### src/rtl/cfg_frame_parser.sv
// Frame parser for UART configuration packets: sync byte, 10 payload bytes, XOR checksum.
// A validated parameter set is published atomically; bad or stalled frames are counted and dropped.
module cfg_frame_parser #(
  parameter int          CLKS_PER_BIT = 87,
  parameter int          TIMEOUT_CLKS = 20 * CLKS_PER_BIT,
  parameter logic [7:0]  SYNC_BYTE    = 8'hA5
) (
  input  logic        clk,
  input  logic        rst_n,
  input  logic        rx_dv,
  input  logic [7:0]  rx_byte,
  output logic [7:0]  tele,
  output logic [7:0]  rep_no,
  output logic [15:0] high_on,
  output logic [15:0] low_on,
  output logic [15:0] imp_on,
  output logic [15:0] stop_on,
  output logic        frame_valid,
  output logic        frame_err,
  output logic        busy,
  output logic [7:0]  err_cnt
);

  localparam int              TMO_W    = 11;
  localparam logic [TMO_W-1:0] TMO_LAST = TMO_W'(TIMEOUT_CLKS - 1);
  localparam int              N_PAY    = 10;

  typedef enum logic [1:0] {
    S_IDLE,
    S_PAYLOAD,
    S_CHECK
  } state_e;

  typedef struct packed {
    logic [7:0]  tele;
    logic [7:0]  rep_no;
    logic [15:0] high_on;
    logic [15:0] low_on;
    logic [15:0] imp_on;
    logic [15:0] stop_on;
  } params_t;

  state_e           state_q, state_d;
  logic [3:0]       idx_q, idx_d;
  logic [7:0]       csum_q, csum_d;
  logic [TMO_W-1:0] tmo_q, tmo_d;
  logic [7:0]       shadow_q [N_PAY];
  logic [7:0]       shadow_d [N_PAY];
  params_t          pub_q, pub_d;
  logic             valid_q, valid_d;
  logic             err_q, err_d;
  logic [7:0]       err_cnt_q, err_cnt_d;

  always_comb begin
    // NOTE: every variable gets a default before the case, so no path can infer a latch.
    state_d   = state_q;
    idx_d     = idx_q;
    csum_d    = csum_q;
    tmo_d     = tmo_q;
    shadow_d  = shadow_q;
    pub_d     = pub_q;
    valid_d   = 1'b0;
    err_d     = 1'b0;
    err_cnt_d = err_cnt_q;

    unique case (state_q)
      S_IDLE: begin
        tmo_d = '0;
        if (rx_dv && rx_byte == SYNC_BYTE) begin
          state_d = S_PAYLOAD;
          idx_d   = '0;
          csum_d  = '0;
        end
      end

      S_PAYLOAD: begin
        if (rx_dv) begin
          shadow_d[idx_q] = rx_byte;
          csum_d          = csum_q ^ rx_byte;
          tmo_d           = '0;
          if (idx_q == 4'(N_PAY - 1)) state_d = S_CHECK;
          else                        idx_d   = idx_q + 4'd1;
        end else if (tmo_q == TMO_LAST) begin
          err_d   = 1'b1;
          state_d = S_IDLE;
        end else begin
          tmo_d = tmo_q + 1'b1;
        end
      end

      S_CHECK: begin
        if (rx_dv) begin
          tmo_d   = '0;
          state_d = S_IDLE;
          if (rx_byte == csum_q && shadow_q[1] != 8'h00) begin
            valid_d = 1'b1;
            pub_d   = '{tele:    shadow_q[0],
                        rep_no:  shadow_q[1],
                        high_on: {shadow_q[2], shadow_q[3]},
                        low_on:  {shadow_q[4], shadow_q[5]},
                        imp_on:  {shadow_q[6], shadow_q[7]},
                        stop_on: {shadow_q[8], shadow_q[9]}};
          end else begin
            err_d = 1'b1;
          end
        end else if (tmo_q == TMO_LAST) begin
          err_d   = 1'b1;
          state_d = S_IDLE;
        end else begin
          tmo_d = tmo_q + 1'b1;
        end
      end

      default: state_d = S_IDLE;
    endcase

    if (err_d && err_cnt_q != 8'hFF) err_cnt_d = err_cnt_q + 8'd1;
  end

  always_ff @(posedge clk or negedge rst_n) begin
    if (!rst_n) begin
      state_q   <= S_IDLE;
      idx_q     <= '0;
      csum_q    <= '0;
      tmo_q     <= '0;
      pub_q     <= '0;
      valid_q   <= 1'b0;
      err_q     <= 1'b0;
      err_cnt_q <= '0;
      // NOTE: the shadow bank is small register storage, not RAM, so it is reset like any flop.
      for (int i = 0; i < N_PAY; i++) shadow_q[i] <= '0;
    end else begin
      // NOTE: non-blocking assignments keep all registers updating from pre-edge values.
      state_q   <= state_d;
      idx_q     <= idx_d;
      csum_q    <= csum_d;
      tmo_q     <= tmo_d;
      pub_q     <= pub_d;
      valid_q   <= valid_d;
      err_q     <= err_d;
      err_cnt_q <= err_cnt_d;
      for (int i = 0; i < N_PAY; i++) shadow_q[i] <= shadow_d[i];
    end
  end

  assign tele        = pub_q.tele;
  assign rep_no      = pub_q.rep_no;
  assign high_on     = pub_q.high_on;
  assign low_on      = pub_q.low_on;
  assign imp_on      = pub_q.imp_on;
  assign stop_on     = pub_q.stop_on;
  assign frame_valid = valid_q;
  assign frame_err   = err_q;
  assign busy        = (state_q != S_IDLE);
  assign err_cnt     = err_cnt_q;

endmodule

### config.mk
export PLATFORM = sky130hd
export DESIGN_NAME = cfg_frame_parser
export DESIGN_NICKNAME = d
export VERILOG_FILES = /design/src/rtl/cfg_frame_parser.sv
export SDC_FILE = /design/constraint.sdc
export NUM_CORES = 1
export LEC_CHECK = 0
export CAP_MARGIN = 20
export CELL_PAD_IN_SITES_DETAIL_PLACEMENT = 1
export CELL_PAD_IN_SITES_GLOBAL_PLACEMENT = 1
export CORE_MARGIN = 2
export CORE_UTILIZATION = 45
export DETAILED_ROUTE_END_ITERATION = 12
export GPL_ROUTABILITY_DRIVEN = 1
export GPL_TIMING_DRIVEN = 0
export PLACE_DENSITY_LB_ADDON = 0.12
export SLEW_MARGIN = 30
export SYNTH_ARGS = -nofsm -noshare
export SYNTH_HDL_FRONTEND = slang
export SYNTH_SLANG_ARGS = --single-unit
### constraint.sdc
create_clock -name clk -period 3.48 [get_ports clk]
set_input_delay 0.87 -clock clk [delete_from_list [all_inputs] [get_ports clk]]
set_output_delay 0.87 -clock clk [all_outputs]
set_load 0.005 [all_outputs]
==> results.ini, run 1 <==
[drt]
wl_per_cell_um = 20.0
wl_mm = 19.0
avgViaCountPerCell = 5.41
ant_nets = 0
vias = 5142
drtPass1Iterations = 4
initialDrtViolationCount = 142
drc = 0

[global_route]
use_met1_pct = 25.7
grt.busiest_layer = met2
grt_pass1_wl_mm = 30.8
use_met2_pct = 35.7
use_met3_pct = 5.72
grt_start_max_net_pins = 87
overflow = 0
antenna_found_initial = 0
track_usage_pct = 20.5
grt_pass1_vias = 5608

[setup_path]
worstPathRequired_ns = 3.79
rrSetupSlack_ns = 0.80
cp_cell_sequence = clkdlybuf4s50_1 > xor2_1 > or4_4 > nor4_4 > buf_6 > buf_6 > mux2_1
critPathArrivalTime_ns = 3.33
critical-path-max-stage-delay_ns = 0.56
critPathLaunchType = input pin
reg2reg_from = tmo_q[0]
crit_end = imp_on[15]
reg2reg_to = err_cnt[1]
slowest_stage = or4_4
critical_path.startpoint = rx_byte[5]
worst_path_most_repeated_cell = buf_6
cp-end-kind = flip-flop
criticalPathCategory = in -> reg
r2r_cells = 6
cp_max_fo = 10

[sta]
whs_ns = 0.314
finalWorstSetupSlack_ns = 0.461
slew_headroom_pct = 39.5
skew_ns = 0.0143
fmaxAchievable_mhz = 331
setup_viol = 0
finalHoldViolCount = 0
finalSetupTns_ns = 0
slew_viol_final = 0
period_needed_ns = 3.02
period_share_pct = 86.8
rsz0062_at_grt = false
worstMarginPinSlew_ns = 0.908

[final_layout]
fin_area_mm2 = 0.0101
drive_above_1_share_pct = 18.4
final_nets = 730
layout_common_cells = dfrtp_1 (195), clkdlybuf4s50_1 (100), mux2_2 (84)
layout_commonest_cell = dfrtp_1
regArea_mm2 = 0.00488
multi_input_area_mm2 = 0.00307
fill_cells = 1742
syn2layout_area_growth_pct = 24.4
n_antenna_cell = 0

[die]
core_mm2 = 0.0178
die_x_um = 138
rows = 49
dieArea_mm2 = 0.0192
pin_count = 102
die_h_um = 138
start_util_pct = 45.6

[place]
dpl_cell_area_mm2 = 0.00950
dpl_worst_slack_ns = -0.0311
port_buffers = 101
dp_hpwl_mm = 12.9
place_congestion = 0.758

[clock_network]
htreeDepth = 4
cts_buffers = 17
clkSlewWorstSetupHoldPaths_ns = 0.07
post_cts_buffers = 0
clk_path_buf_depth = 2
cts_tree = done
insertion_delay_ns = 0.44
root_buffer = clkbuf_16
cts_sinks = 195
post_cts_resize_count = 0
postCtsHoldBufs = 0

[synthesis]
synth_cell_types = 44
synth_area_mm2 = 0.00813
ys_warn_count = 0
synth_edf_count = 0
syn_area_per_cell_um2 = 13.9
ys_seq_area_share_pct = 60.0
ys.flop_type = dfrtp_1
synth-seq-cells = 195
async_reset_ff_share_pct = 100
synth_nets = 607
synthCells = 586

[job]
drv_cap = 0

[power_and_ir_drop]
powerDensity_mw_per_mm2 = 580
power.leakage_nw = 4.84
vdd_drop_max_uv = 405

[min_path]
hold_path.class = in -> async

[outcome]
status = finished clean

-- how the worst min path moves through the flow --
stage	from	to	slack [ns]	depth (start not counted)
5_1_grt	rst_n	frame_valid	0.33	1
4_1_cts	rst_n	tele[6]	0.32	1
3_3_place_gp	shadow_q[19]	imp_on[3]	0.47	1
3_5_place_dp	shadow_q[39]	low_on[7]	0.47	1
6_report	rst_n	tele[3]	0.31	1
2_1_floorplan	tmo_q[10]	tmo_q[10]	0.45	1
-- synthesized netlist by cell type (all sizes together), types with 2 or more instances --
cell type / number / area (µm²)
a211oi: 5 / 37.5
a21oi: 12 / 60.1
a31oi: 2 / 12.5
and3: 4 / 25.0
buf: 8 / 90.1
clkbuf: 14 / 52.6
dfrtp: 195 / 4880
ha: 10 / 125
inv: 10 / 37.5
mux2: 163 / 1840
mux2i: 2 / 20.0
nand2: 34 / 128
nand2b: 3 / 18.8
nand3: 11 / 55.1
nand3b: 2 / 15.0
nand4: 3 / 18.8
nor2: 15 / 56.3
nor2b: 18 / 113
nor3: 8 / 40.0
nor4bb: 2 / 20.0
o21ai: 23 / 115
o31ai: 3 / 27.5
o41ai: 3 / 26.3
or4: 6 / 48.8
xor2: 14 / 123
-- routing by layer --
layer  share of wire [%]  wire (µm)
met5                   0          0
met4                 1.2        230
met1                  43       8090
met3                 4.0        757
met2                  52       9920
-- flip-flops by register name (all words and copies together) (netlist names) --
name,count
tmo_q,11
err_cnt,8
frame_err,1
tele,8
high_on,16
stop_on,16
rep_no,8
state_q,2
low_on,16
shadow_q,80
imp_on,16
idx_q,4
csum_q,8
frame_valid,1
-- cell type report --
type                       count  share of cell area (%)
timing repair buffer         104                    10.7
clock buffer                  18                    4.24
clock inverter                14                    1.82
buffer                        22                    1.41
tap                          229                    2.83
sequential                   195                    48.2
inverter                      10                   0.371
multi-input combinational    359                    30.4
-- critical path, delay by kind of cell --
family	cells	cell delay [ns]
AND/OR/NAND/NOR	2	1.04
buffers and inverters	3	0.89
multiplexers	1	0.33
XOR/XNOR	1	0.20
-- report_power, final --
part / switching, mW / total (mW) / internal (mW)
clock network: 0.962 / 2.00 / 1.04
logic: 0.544 / 1.03 / 0.485
registers: 0.255 / 2.84 / 2.58
total: 1.76 / 5.87 / 4.11
-- stage by stage --
step	std cells	total power [mW]	utilization, %
floorplan	586	3.48	-
global placement	916	3.80	52.8
detailed placement	919	3.91	53.3
CTS	951	5.92	56.7
global route	951	6.17	56.7
finish	951	5.87	56.7
-- cell families after synthesis --
kind of cell	share of synthesized area, %
and+or+nand+nor	7.40
buffers and inverters	2.22
adders and majority gates	1.54
AOI/OAI and AO/OA	4.36
muxes	22.8
DFF	60.0
xor gates and xnor gates	1.62
Note: power is estimated with default switching activity, not from simulation.
==> inputs of run 2 (changes only) <==
--- a/config.mk
+++ b/config.mk
@@ -14,6 +14,7 @@
 export GPL_ROUTABILITY_DRIVEN = 1
 export GPL_TIMING_DRIVEN = 0
 export PLACE_DENSITY_LB_ADDON = 0.12
+export RECOVER_POWER = 25
 export SLEW_MARGIN = 30
 export SYNTH_ARGS = -nofsm -noshare
 export SYNTH_HDL_FRONTEND = slang
==> run 2 against run 1 <==
The flow now finishes with violations (capacitance limit, slew limit); final cell count stayed put; setup slack worse by 0.0090 ns; first-iteration DRC count shrank 6.3%; utilization is 0.063 points lower; critical path type unchanged; clock power is essentially flat; register-to-register slack about the same; sequential share of layout area up 0.054 points; sequential cell count is the same; critical path depth stayed put.
==> results.ini, run 2 (synthesis results as in run 1) <==
[die]
die_h_um = 138
core_mm2 = 0.0178
start_util_pct = 45.6
pin_count = 102
dieArea_mm2 = 0.0192
die_x_um = 138
rows = 49

[power_and_ir_drop]
switching_share_pct = 30.0
power.leakage_nw = 4.83
switchingPower_mw = 1.76
fin_total_pwr_mw = 5.86
p_comb_share_pct = 17.5
pwr-share-clk_pct = 34.1
p_seq_share_pct = 48.3
p_int_mw = 4.11
powerDensity_mw_per_mm2 = 580
vdd_drop_max_uv = 404

[place]
dp_hpwl_mm = 12.9
dp_cells = 919
dpl_worst_slack_ns = -0.0311
place_congestion = 0.758
port_buffers = 101

[setup_path]
slowest_stage = clkdlybuf4s50_1
worst_path_most_repeated_cell = buf_6
cp-end-kind = flip-flop
cp_top_family = simple AND/OR/NAND/NOR gates
worstPathRequired_ns = 3.80
cp_cell_sequence = clkdlybuf4s50_1 > xor2_1 > or4_4 > nor4_4 > buf_6 > buf_6 > mux2_1
cp_max_fo = 10
rrSetupSlack_ns = 0.80
critPathLaunchType = input pin
criticalPathCategory = in -> reg
critPathArrivalTime_ns = 3.34
crit_buf_inv = 3
critical-path-max-stage-delay_ns = 0.53

[drt]
vias = 5119
ant_nets = 0
drtPass1Iterations = 4
wl_per_cell_um = 20.0
avgViaCountPerCell = 5.38
drc = 0
initialDrtViolationCount = 133
wl_mm = 19.0

[final_layout]
fin_util_pct = 56.6
syn2layout_area_growth_pct = 24.3
layout_commonest_cell = dfrtp_1
n_antenna_cell = 0
regMostFlops = shadow_q
drive_above_1_share_pct = 18.3
layout_common_cells = dfrtp_1 (195), clkdlybuf4s50_1 (100), mux2_2 (84)
largest_register_ffs = 80
finalNonFillerCells = 951
fill_cells = 1743
final_nets = 730

[global_route]
antenna_found_initial = 0
overflow = 0
track_usage_pct = 20.5
grt_pass1_wl_mm = 30.8
grt_start_max_net_pins = 87
grt_pass1_vias = 5608

[clock_network]
cts_buffers = 17
cts_sinks = 195
postCtsHoldBufs = 0
clkSlewWorstSetupHoldPaths_ns = 0.08
cts_tree = done
post_cts_buffers = 0
root_buffer = clkbuf_16
post_cts_resize_count = 0
htreeDepth = 4
clk_path_buf_depth = 2
insertion_delay_ns = 0.44

[sta]
fmaxAchievable_mhz = 330
period_needed_ns = 3.03
whs_ns = 0.488
slew_viol_final = 43
slew_headroom_pct = -73.0
finalWorstSetupSlack_ns = 0.452
period_share_pct = 87.0
rsz0062_at_grt = false
worstMarginPinSlew_ns = 2.60
setup_viol = 0
finalHoldViolCount = 0
skew_ns = 0.0152

[outcome]
status = finished with violations
failed_checks = capacitance limit, slew limit

[min_path]
hold_path.class = reg -> reg

[job]
drv_cap = 1

[run 2: cell type report]
class                   instances  area, µm²  area share, %
flip-flops and latches        195       4880           48.3
multi-input cells             359       3070           30.4
repair buffers                104       1070           10.6
clock buffers                  18        429           4.25
well taps                     229        287           2.84
clock inverters                14        184           1.82
plain buffers                  22        143           1.41
inverters                      10       37.5          0.372
[run 2: worst reg2reg max path, stage by stage (launching register included)]
cell and delay, ns:
dfrtp_1 0.42, ha_1 0.24, or4bb_1 0.52, nor3_1 0.37
nand3b_1 0.33, a21oi_1 0.33, mux2_2 0.37
[run 2: metal layers]
layer	vias up	part of all wire [%]	GRT usage, %	routed length [µm]
met5	-	0	0	0
met4	0	1.0	4.30	189
met3	14	4.0	5.72	754
met2	86	53	35.7	9970
met1	2692	42	25.7	8060
li1	2327	-	-	-
[run 2: worst paths after layout]
| kind | from | to | cells after the start |
|---|---|---|---|
| max in group asynchronous | rst_n | shadow_q[59] | 1 |
| hold reg to reg | low_on[3] | low_on[3] | 1 |
| setup / recovery | rx_byte[7] | high_on[15] | 7 |
| hold / removal | low_on[3] | low_on[3] | 1 |
| setup reg to reg | tmo_q[0] | err_cnt[1] | 6 |
| min in group asynchronous | rst_n | tele[3] | 1 |
[run 2: power groups by stage]
stage                     Combinational, mW  Sequential (mW)  Clock [mW]
after global placement                0.951             2.85           0
after detailed placement               1.03             2.87           0
final                                  1.03             2.83        2.00
after floorplan                       0.697             2.78           0
after global routing                   1.15             2.87        2.15
after CTS                              1.04             2.83        2.05
[run 2: per-stage QoR]
step           cell area [µm²]  TNS [ns]
3_3_place_gp              9430  -1240.12
2_1_floorplan             8130         0
6_report                 10100         0
5_1_grt                  10100         0
4_1_cts                  10100         0
3_5_place_dp              9500    -0.921
